## src/rtl/ctrlpim_pkg.sv

```systemverilog
// Shared types for the mMPU control path: memory-op encoding, descriptor
// layout, sequencer states and default address/row widths.
package ctrlpim_pkg;

  localparam int ADDR_W_DEF = 10;
  localparam int ROW_W_DEF  = 10;

  typedef enum logic [1:0] {
    MEM_NOP   = 2'b00,
    MEM_READ  = 2'b01,
    MEM_WRITE = 2'b10,
    MEM_LOGIC = 2'b11
  } mem_op_e;

  typedef struct packed {
    mem_op_e                 mem_op;
    logic [ADDR_W_DEF-1:0]   dest;
    logic [ADDR_W_DEF-1:0]   src1;
    logic [ADDR_W_DEF-1:0]   src2;
    logic [ROW_W_DEF-1:0]    row_start;
    logic [ROW_W_DEF-1:0]    row_end;
  } mmpu_desc_t;

  typedef enum logic {
    S_IDLE  = 1'b0,
    S_ISSUE = 1'b1
  } seq_state_e;

endpackage

```

## src/rtl/mmpu_desc_fifo.sv

```systemverilog
// Synchronous descriptor FIFO with flush. Also reports next-cycle full/empty
// so the owner can register its ready/busy outputs without extra latency.
module mmpu_desc_fifo
  import ctrlpim_pkg::*;
#(
  parameter int DEPTH = 4
) (
  input  logic       clk,
  input  logic       reset,
  input  logic       push,
  input  logic       pop,
  input  logic       flush,
  input  mmpu_desc_t wdata,
  output mmpu_desc_t rdata,
  output logic       full,
  output logic       empty,
  output logic       full_nxt,
  output logic       empty_nxt
);

  localparam int PW = $clog2(DEPTH) + 1;

  mmpu_desc_t      mem_q [DEPTH];
  logic [PW-1:0]   wr_ptr_q, wr_ptr_d;
  logic [PW-1:0]   rd_ptr_q, rd_ptr_d;
  logic            do_push, do_pop;

  // Extra pointer MSB distinguishes full from empty when indices match.
  assign full    = (wr_ptr_q[PW-1] != rd_ptr_q[PW-1]) &&
                   (wr_ptr_q[PW-2:0] == rd_ptr_q[PW-2:0]);
  assign empty   = (wr_ptr_q == rd_ptr_q);
  assign do_push = push && !full && !flush;
  assign do_pop  = pop && !empty && !flush;
  assign rdata   = mem_q[rd_ptr_q[PW-2:0]];

  always_comb begin
    wr_ptr_d = wr_ptr_q;
    rd_ptr_d = rd_ptr_q;
    if (flush) begin
      wr_ptr_d = '0;
      rd_ptr_d = '0;
    end else begin
      if (do_push) wr_ptr_d = wr_ptr_q + 1'b1;
      if (do_pop)  rd_ptr_d = rd_ptr_q + 1'b1;
    end
    full_nxt  = (wr_ptr_d[PW-1] != rd_ptr_d[PW-1]) &&
                (wr_ptr_d[PW-2:0] == rd_ptr_d[PW-2:0]);
    empty_nxt = (wr_ptr_d == rd_ptr_d);
  end

  always_ff @(posedge clk) begin
    if (reset) begin
      wr_ptr_q <= '0;
      rd_ptr_q <= '0;
    end else begin
      wr_ptr_q <= wr_ptr_d;
      rd_ptr_q <= rd_ptr_d;
    end
  end

  always_ff @(posedge clk) begin
    if (do_push) mem_q[wr_ptr_q[PW-2:0]] <= wdata;
  end

endmodule

```

## src/rtl/mmpu_issue_sequencer.sv

```systemverilog
// Expands queued mMPU descriptors into one crossbar command per row.
// Optional perf counters are enabled with `define CTRLPIM_PERF_CNT_EN.
module mmpu_issue_sequencer
  import ctrlpim_pkg::*;
#(
  parameter int ADDR_W = ADDR_W_DEF,
  parameter int ROW_W  = ROW_W_DEF,
  parameter int DEPTH  = 4
) (
  input  logic              clk,
  input  logic              reset,
  input  logic              desc_valid,
  output logic              desc_ready,
  input  logic [1:0]        desc_mem_op,
  input  logic [ADDR_W-1:0] desc_dest,
  input  logic [ADDR_W-1:0] desc_src1,
  input  logic [ADDR_W-1:0] desc_src2,
  input  logic [ROW_W-1:0]  desc_row_start,
  input  logic [ROW_W-1:0]  desc_row_end,
  input  logic              abort,
  output logic              cmd_valid,
  input  logic              cmd_ready,
  output logic [1:0]        cmd_mem_op,
  output logic [ROW_W-1:0]  cmd_row,
  output logic [ADDR_W-1:0] cmd_dest,
  output logic [ADDR_W-1:0] cmd_src1,
  output logic [ADDR_W-1:0] cmd_src2,
  output logic              cmd_last,
  output logic              op_done,
  output logic              busy
`ifdef CTRLPIM_PERF_CNT_EN
  ,
  output logic [31:0]       perf_issued,
  output logic [31:0]       perf_stall
`endif
);

  mmpu_desc_t        wdesc, head;
  logic              fifo_full, fifo_empty, full_nxt, empty_nxt;
  logic              push, pop, flush, load, hs, at_last;

  seq_state_e        state_q, state_d;
  mem_op_e           op_q, op_d;
  logic [ADDR_W-1:0] dest_q, dest_d, src1_q, src1_d, src2_q, src2_d;
  logic [ROW_W-1:0]  row_q, row_d, row_end_q, row_end_d;
  logic              cmd_valid_q, cmd_valid_d;
  logic              busy_q, busy_d;
  logic              desc_ready_q, desc_ready_d;

  always_comb begin
    wdesc.mem_op    = mem_op_e'(desc_mem_op);
    wdesc.dest      = desc_dest;
    wdesc.src1      = desc_src1;
    wdesc.src2      = desc_src2;
    wdesc.row_start = desc_row_start;
    wdesc.row_end   = desc_row_end;
  end

  // A push offered in the abort cycle is dropped along with the flush.
  assign push    = desc_valid && desc_ready_q && !abort;
  assign hs      = cmd_valid_q && cmd_ready;
  assign at_last = (row_q == row_end_q);

  mmpu_desc_fifo #(.DEPTH(DEPTH)) u_fifo (
    .clk       (clk),
    .reset     (reset),
    .push      (push),
    .pop       (pop),
    .flush     (flush),
    .wdata     (wdesc),
    .rdata     (head),
    .full      (fifo_full),
    .empty     (fifo_empty),
    .full_nxt  (full_nxt),
    .empty_nxt (empty_nxt)
  );

  always_comb begin
    state_d   = state_q;
    op_d      = op_q;
    dest_d    = dest_q;
    src1_d    = src1_q;
    src2_d    = src2_q;
    row_d     = row_q;
    row_end_d = row_end_q;
    pop       = 1'b0;
    flush     = 1'b0;
    load      = 1'b0;
    if (abort) begin
      flush   = 1'b1;
      state_d = S_IDLE;
    end else begin
      case (state_q)
        S_IDLE: begin
          if (!fifo_empty) begin
            pop  = 1'b1;
            load = (head.mem_op != MEM_NOP);
          end
        end
        S_ISSUE: begin
          if (hs) begin
            if (!at_last) begin
              row_d = row_q + 1'b1;
            end else if (!fifo_empty && head.mem_op != MEM_NOP) begin
              pop  = 1'b1;
              load = 1'b1;
            end else begin
              // A NOP head is left for IDLE to discard.
              state_d = S_IDLE;
            end
          end
        end
        default: state_d = S_IDLE;
      endcase
    end
    if (load) begin
      state_d   = S_ISSUE;
      op_d      = head.mem_op;
      dest_d    = head.dest;
      src1_d    = head.src1;
      src2_d    = head.src2;
      row_d     = head.row_start;
      row_end_d = head.row_end;
    end
    cmd_valid_d  = (state_d == S_ISSUE);
    busy_d       = !abort && (!empty_nxt || state_d != S_IDLE);
    desc_ready_d = !full_nxt;
  end

  always_ff @(posedge clk) begin
    if (reset) begin
      state_q      <= S_IDLE;
      op_q         <= MEM_NOP;
      dest_q       <= '0;
      src1_q       <= '0;
      src2_q       <= '0;
      row_q        <= '0;
      row_end_q    <= '0;
      cmd_valid_q  <= 1'b0;
      busy_q       <= 1'b0;
      desc_ready_q <= 1'b0;
    end else begin
      state_q      <= state_d;
      op_q         <= op_d;
      dest_q       <= dest_d;
      src1_q       <= src1_d;
      src2_q       <= src2_d;
      row_q        <= row_d;
      row_end_q    <= row_end_d;
      cmd_valid_q  <= cmd_valid_d;
      busy_q       <= busy_d;
      desc_ready_q <= desc_ready_d;
    end
  end

  assign desc_ready = desc_ready_q;
  assign cmd_valid  = cmd_valid_q;
  assign cmd_mem_op = op_q;
  assign cmd_row    = row_q;
  assign cmd_dest   = dest_q;
  assign cmd_src1   = src1_q;
  assign cmd_src2   = src2_q;
  assign cmd_last   = cmd_valid_q && at_last;
  assign op_done    = hs && at_last && !abort;
  assign busy       = busy_q;

`ifdef CTRLPIM_PERF_CNT_EN
  logic [31:0] perf_issued_q, perf_issued_d, perf_stall_q, perf_stall_d;

  always_comb begin
    perf_issued_d = perf_issued_q;
    perf_stall_d  = perf_stall_q;
    if (hs && perf_issued_q != 32'hFFFF_FFFF)
      perf_issued_d = perf_issued_q + 32'd1;
    if (cmd_valid_q && !cmd_ready && perf_stall_q != 32'hFFFF_FFFF)
      perf_stall_d = perf_stall_q + 32'd1;
  end

  always_ff @(posedge clk) begin
    if (reset) begin
      perf_issued_q <= '0;
      perf_stall_q  <= '0;
    end else begin
      perf_issued_q <= perf_issued_d;
      perf_stall_q  <= perf_stall_d;
    end
  end

  assign perf_issued = perf_issued_q;
  assign perf_stall  = perf_stall_q;
`endif

endmodule
```

## config.mk

```make
export PLATFORM = sky130hd
export DESIGN_NAME = mmpu_issue_sequencer
export DESIGN_NICKNAME = d
export VERILOG_FILES = /design/src/rtl/ctrlpim_pkg.sv /design/src/rtl/mmpu_desc_fifo.sv /design/src/rtl/mmpu_issue_sequencer.sv
export SDC_FILE = /design/constraint.sdc
export NUM_CORES = 1
export LEC_CHECK = 0
export BUFFER_PORTS_ARGS = -buffer_cell sky130_fd_sc_hd__buf_2
export CORE_ASPECT_RATIO = 1.25
export CORE_MARGIN = 2
export CORE_UTILIZATION = 58
export DETAILED_ROUTE_END_ITERATION = 16
export GPL_TIMING_DRIVEN = 0
export PLACE_DENSITY = 0.76
export SETUP_SLACK_MARGIN = 0.02
export SYNTH_ARGS = -nofsm -noshare
export SYNTH_HDL_FRONTEND = slang
export SYNTH_SLANG_ARGS = --single-unit
```

## constraint.sdc

```tcl
create_clock -name clk -period 3.6 [get_ports clk]
set_input_delay 0.54 -clock clk [delete_from_list [all_inputs] [get_ports clk]]
set_output_delay 0.54 -clock clk [all_outputs]
set_load 0.1 [all_outputs]
```

==> flow_summary.yaml, run 1 <==
outcome:
  status: "completed"
finish:
  layout_common_cells: "edfxtp_1, buf_2, nand2_1, dfxtp_1, mux4_2"
  multi_input_area_um2: 2750
  layout_commonest_cell: "edfxtp_1"
  syn2layout_area_growth_pct: 15.7
  fin_nets: 811
  regArea_um2: 7470
  fillers: 1172
  drive_above_1_share_pct: 29.1
  finish.utilization_pct: 68.6
  final_cells: 992
worst_setup_path:
  worstSetupEndpointType: "primary output"
  worstReg2RegEnd: "u_fifo.mem_q[2][42]"
  cp.required_ps: 3060
  arrival_ps: 2370
  r2r_setup_slack_ps: 1070
  cp_slowest_cell: "dfxtp_1"
  path_cells: "xor2_1 > nor4_4 > nand3_1 > nor2_2 > buf_2"
  crit_type: "register to primary output"
  cpPeakStageDelay_ps: 500
  worst_r2r_path_depth: 4
  path_max_fanout: 5
  critPathLaunchType: "register"
  reg2reg_from: "u_fifo.rd_ptr_q[1]"
yosys:
  synth_fp_nets: 682
  yosysWarningCount: 0
  synth_ff_type: "edfxtp_1"
  synth_area_um2: 10400
  synthCells: 619
  synth_cell_types: 47
  synth_edf_count: 208
  async_reset_ff_share_pct: 0
  ys_ff_latch: 269
  yosysSeqAreaShare_pct: 71.9
  syn_avg_cell_area_um2: 16.8
hold_path:
  whs_endpoint: "u_fifo.mem_q[3][2]"
  hold_start: "desc_row_end[2]"
  hold_depth: 1
  hp-class: "primary input to register"
die:
  io_pins: 104
  initial_core_util_pct: 59.3
  core_um2: 17500
  die-area_um2: 19000
  core.rowCount: 54
  die_h_um: 154
  die_w_um: 124
pwr:
  vdd_drop_max_mv: 0.458
  seqPwrFrac_pct: 53.7
  p_clk_share_pct: 41.9
  p_int_mw: 5.01
  leakage_nw: 4.13
  p_per_area_nw_per_um2: 525
  comb_power_share_pct: 4.4
  switching_share_pct: 20.6
  p_sw_mw: 1.30
sta:
  fin_skew_ps: 19.1
  slew_headroom_pct: 39.6
  finalHoldViolations: 0
  drv_slew: 0
  setup_viol: 0
  grt_setup_unrepaired: "no"
  fmax_ghz: 0.343
  post-route-period-util_pct: 80.9
  worst_slew_pin_slew_ps: 907
  period_needed_ps: 2910
grt:
  first_global_vias: 6000
  grt_util_all_layers_pct: 22.7
  grt_first_pass_wirelength_um: 32600
  grt_max_degree: 53
  grt-ovfl-total: 0
  antenna_found_initial: 2
clock_network:
  cts-root-buf: "clkbuf_16"
  cts.path.max_buffers: 3
  postCtsHoldBufs: 0
  cts_tree: "yes"
  htreeDepth: 1
  cts_sinks: 269
  clkTransAtPathRegs_ps: 70
  cts-resized-gates: 0
  post_cts.repair.setup_buffers: 0
  clk_latency_ps: 530
  numCtsBuffers: 25
place:
  hpwl_um: 12900
  gp_congestion: 0.902
  dp.cells: 945
  port_buffers: 102
routing:
  drt_iter0_markers: 461
  vias_per_cell: 5.87
  drc: 0
  wire_per_inst_um: 21.2
  firstDrtPassIters: 5
  vias: 5819
  routed_wl_um: 21000
  ant_nets: 0
job:
  maxCapViolCount: 0
[Yosys cell counts, types with 2 or more instances]
cell	count	area share (%)
and4_1	2	0.17
nand2_1	90	3.3
buf_2	3	0.14
and2_1	5	0.30
inv_1	6	0.22
nor3_1	6	0.29
xnor2_1	5	0.42
xor2_2	2	0.31
edfxtp_1	208	60
buf_4	8	0.58
a21oi_1	48	2.3
ha_1	6	0.72
mux2i_1	4	0.39
nor2_1	22	0.80
nand4_1	3	0.18
dfxtp_1	61	12
and3_1	5	0.30
nand3_1	5	0.24
xor2_1	19	1.6
a311oi_1	2	0.17
nor4_4	2	0.41
buf_1	2	0.072
clkbuf_1	17	0.61
o31ai_1	3	0.22
mux4_2	52	11
o21ai_0	3	0.14
a211oi_1	10	0.72
[worst max-delay path: cells and delay by family, from the launching register on]
family / cells / cell delay (ps)
xor+xnor: 1 / 150
buf+inv: 1 / 430
flops: 1 / 500
simple gates: 3 / 770
[worst max-delay path by stage]
stage | startpoint | endpoint | cells after the start
finish | cmd_row[3] | cmd_last | 5
global route | cmd_row[3] | cmd_last | 5
detailed placement | abort | u_fifo.mem_q[2][42] | 4
CTS | cmd_row[3] | cmd_last | 5
floorplan | desc_ready | u_fifo.mem_q[1][0] | 3
global placement | abort | u_fifo.mem_q[3][43] | 4
[cell families (layout without fill, tap and decap cells)]
family / Yosys count / count (layout) / share of synthesized area (%)
buffers and inverters: 37 / 184 / 1.74
other: 0 / 2 / 0
AO/OA/AOI/OAI: 77 / 77 / 5.05
flip-flops: 269 / 269 / 71.9
multiplexers: 57 / 57 / 11.8
adder cells (fa/ha/maj): 6 / 6 / 0.723
XOR/XNOR: 26 / 26 / 2.34
AND/OR/NAND/NOR: 147 / 147 / 6.44
[sequential cells by signal, indices dropped and copies added (netlist names)]
register,cells
busy,1
cmd_dest,10
cmd_mem_op,2
cmd_row,10
cmd_src1,10
cmd_src2,10
cmd_valid,1
desc_ready,1
row_end_q,10
u_fifo.mem_q,208
u_fifo.rd_ptr_q,3
u_fifo.wr_ptr_q,3
[power by group through the flow]
stage / Clock [mW] / Combinational (mW) / Sequential, mW
floorplan: 0 / 0.114 / 3.52
global placement: 0 / 0.264 / 3.45
detailed placement: 0 / 0.274 / 3.46
CTS: 2.67 / 0.276 / 3.39
global route: 2.79 / 0.295 / 3.39
finish: 2.64 / 0.275 / 3.39
[final cells by class]
type	count	share of cell area (%)
Buffer	31	1.31
Clock buffer	31	5.65
Multi-Input combinational cell	313	22.9
Inverter	6	0.187
Clock inverter	14	1.22
Sequential cell	269	62.2
Antenna cell	2	0.0417
Tap cell	224	2.33
Timing Repair Buffer	102	4.25
[through the flow]
stage               setup TNS (ps)  cell area (µm²)  setup slack, ps  hold slack [ps]  total power [mW]
global placement            -98680            11200             -488              442              3.72
CTS                              0            12000              683              215              6.34
floorplan                        0            10400              237              448              3.63
global route                     0            12000              587              219              6.47
detailed placement               0            11200              926              446              3.73
finish                           0            12000              688              226              6.31
[layer usage]
layer  part of all wire (%)  routed length [µm]  GRT usage (%)  vias to the layer above
li1                       -                   -              -                     2629
met1                     40                8480           30.4                     2951
met2                     51               10700           38.0                      198
met3                    6.3                1330           4.19                       41
met4                    2.4                 504           6.98                        0
met5                      0                   0              0                        -
Power figures use the tool's default switching activity.
==> inputs of run 2 (changes only) <==
clock period = 2.9 ns   (was 3.6 ns; I/O delays follow)
==> flow_summary.yaml, run 2 (same netlist as run 1, synthesis figures left out) <==
outcome:
  status: "completed"
worst_setup_path:
  cp.required_ps: 2470
  worstSetupEndpointType: "primary output"
  path_cells: "xor2_1 > nor4_4 > and4_2 > buf_2"
  path_delay_family: "simple AND/OR/NAND/NOR gates"
  cpPeakStageDelay_ps: 480
  critPathLaunchType: "register"
  r2r_setup_slack_ps: 400
  crit_type: "register to primary output"
  cp_slowest_cell: "dfxtp_1"
  arrival_ps: 2280
  cp_num_buf_inv: 1
  path_max_fanout: 6
pwr:
  p_per_area_nw_per_um2: 661
  switching_share_pct: 20.5
  seqPwrFrac_pct: 52.7
  fin_total_pwr_mw: 7.98
  leakage_nw: 4.16
  p_int_mw: 6.35
  p_sw_mw: 1.63
  comb_power_share_pct: 4.3
  vdd_drop_max_mv: 0.560
  p_clk_share_pct: 43.0
routing:
  firstDrtPassIters: 5
  wire_per_inst_um: 21.0
  drc: 0
  vias_per_cell: 5.85
  drt_iter0_markers: 466
  routed_wl_um: 20900
  ant_nets: 0
  vias: 5812
hold_path:
  hp-class: "primary input to register"
die:
  core.rowCount: 54
  initial_core_util_pct: 59.3
  die-area_um2: 19000
  die_h_um: 154
  io_pins: 104
  core_um2: 17500
  die_w_um: 124
place:
  port_buffers: 102
  gp_congestion: 0.884
  placed_area_um2: 11200
  dp.cells: 945
  hpwl_um: 13100
sta:
  grt_setup_unrepaired: "no"
  fin_skew_ps: 10.4
  setup_viol: 0
  drv_slew: 0
  finalHoldViolations: 0
  post-route-period-util_pct: 93.7
  slew_headroom_pct: 40.4
  fmax_ghz: 0.368
  worst_slew_pin_slew_ps: 894
  period_needed_ps: 2720
finish:
  stdcell_area_um2: 12100
  syn2layout_area_growth_pct: 16.3
  drive_above_1_share_pct: 29.6
  layout_common_cells: "edfxtp_1, buf_2, nand2_1, dfxtp_1, mux4_2"
  fillers: 1140
  final_cells: 994
  layout_commonest_cell: "edfxtp_1"
  fin_nets: 812
  largest_reg_flops: 208
grt:
  grt_first_pass_wirelength_um: 32600
  grt_max_degree: 53
  grt_util_all_layers_pct: 22.6
  antenna_found_initial: 2
  grt-ovfl-total: 0
  first_global_vias: 6079
clock_network:
  numCtsBuffers: 26
  cts.path.max_buffers: 3
  cts-root-buf: "clkbuf_16"
  cts_tree: "yes"
  clkTransAtPathRegs_ps: 60
  htreeDepth: 1
  clk_latency_ps: 520
  cts_sinks: 269
  post_cts.repair.setup_buffers: 0
job:
  maxCapViolCount: 0
## run 2: changes by cell type in the layout (fill, tap and decap cells not counted), sizes merged
cell | previous run | this run
bufinv | 3 | 4
diode | 2 | 1
buf | 116 | 115
inv | 7 | 6
clkinv | 8 | 12
## run 2: area by class of cell
type                    count  area [µm²]  share of cell area (%)
repair buffers            102         513                    4.25
flip-flops and latches    269        7470                    61.9
clock buffers              30         687                    5.69
multi-input cells         313        2750                    22.8
plain buffers              31         158                    1.31
clock inverters            18         195                    1.62
diodes                      1        2.50                  0.0207
well taps                 224         280                    2.32
inverters                   6        22.5                   0.187
## run 2: power groups by stage
stage | Sequential [mW] | Clock, mW | Combinational, mW
floorplan | 4.37 | 0 | 0.141
global placement | 4.29 | 0 | 0.328
detailed placement | 4.29 | 0 | 0.340
CTS | 4.21 | 3.48 | 0.342
global route | 4.21 | 3.63 | 0.366
finish | 4.21 | 3.43 | 0.342
## run 2: worst paths after layout
path	cells past startpoint	to	start
max	4	op_done	cmd_row[6]
min	1	u_fifo.mem_q[3][41]	desc_dest[1]
max reg2reg	5	u_fifo.mem_q[2][43]	u_fifo.rd_ptr_q[0]
min reg2reg	2	cmd_src2[2]	cmd_src2[2]
## run 2: timing repair
item,in CTS,in global routing
setup endpoints to repair,0,1
resized for setup,0,1
hold buffers,0,0
## run 2: metrics by stage
stage | TNS, ps | setup WS, ps | hold WS (ps) | utilization, %
after CTS | 0 | 118 | 113 | 69.0
after global placement | -12060 | -66.8 | 442 | 63.9
after floorplan | -187 | -187 | 448 | -
after global routing | 0 | 50.2 | 122 | 69.0
final | 0 | 182 | 134 | 69.0
after detailed placement | 0 | 352 | 447 | 63.9
## run 2: routing by layer
metal / vias up / GRT usage (%) / routed length, µm
met5: - / 0 / 13
met3: 30 / 3.56 / 1260
met4: 2 / 5.79 / 389
li1: 2641 / - / -
met2: 167 / 39.5 / 10900
met1: 2972 / 29.6 / 8330
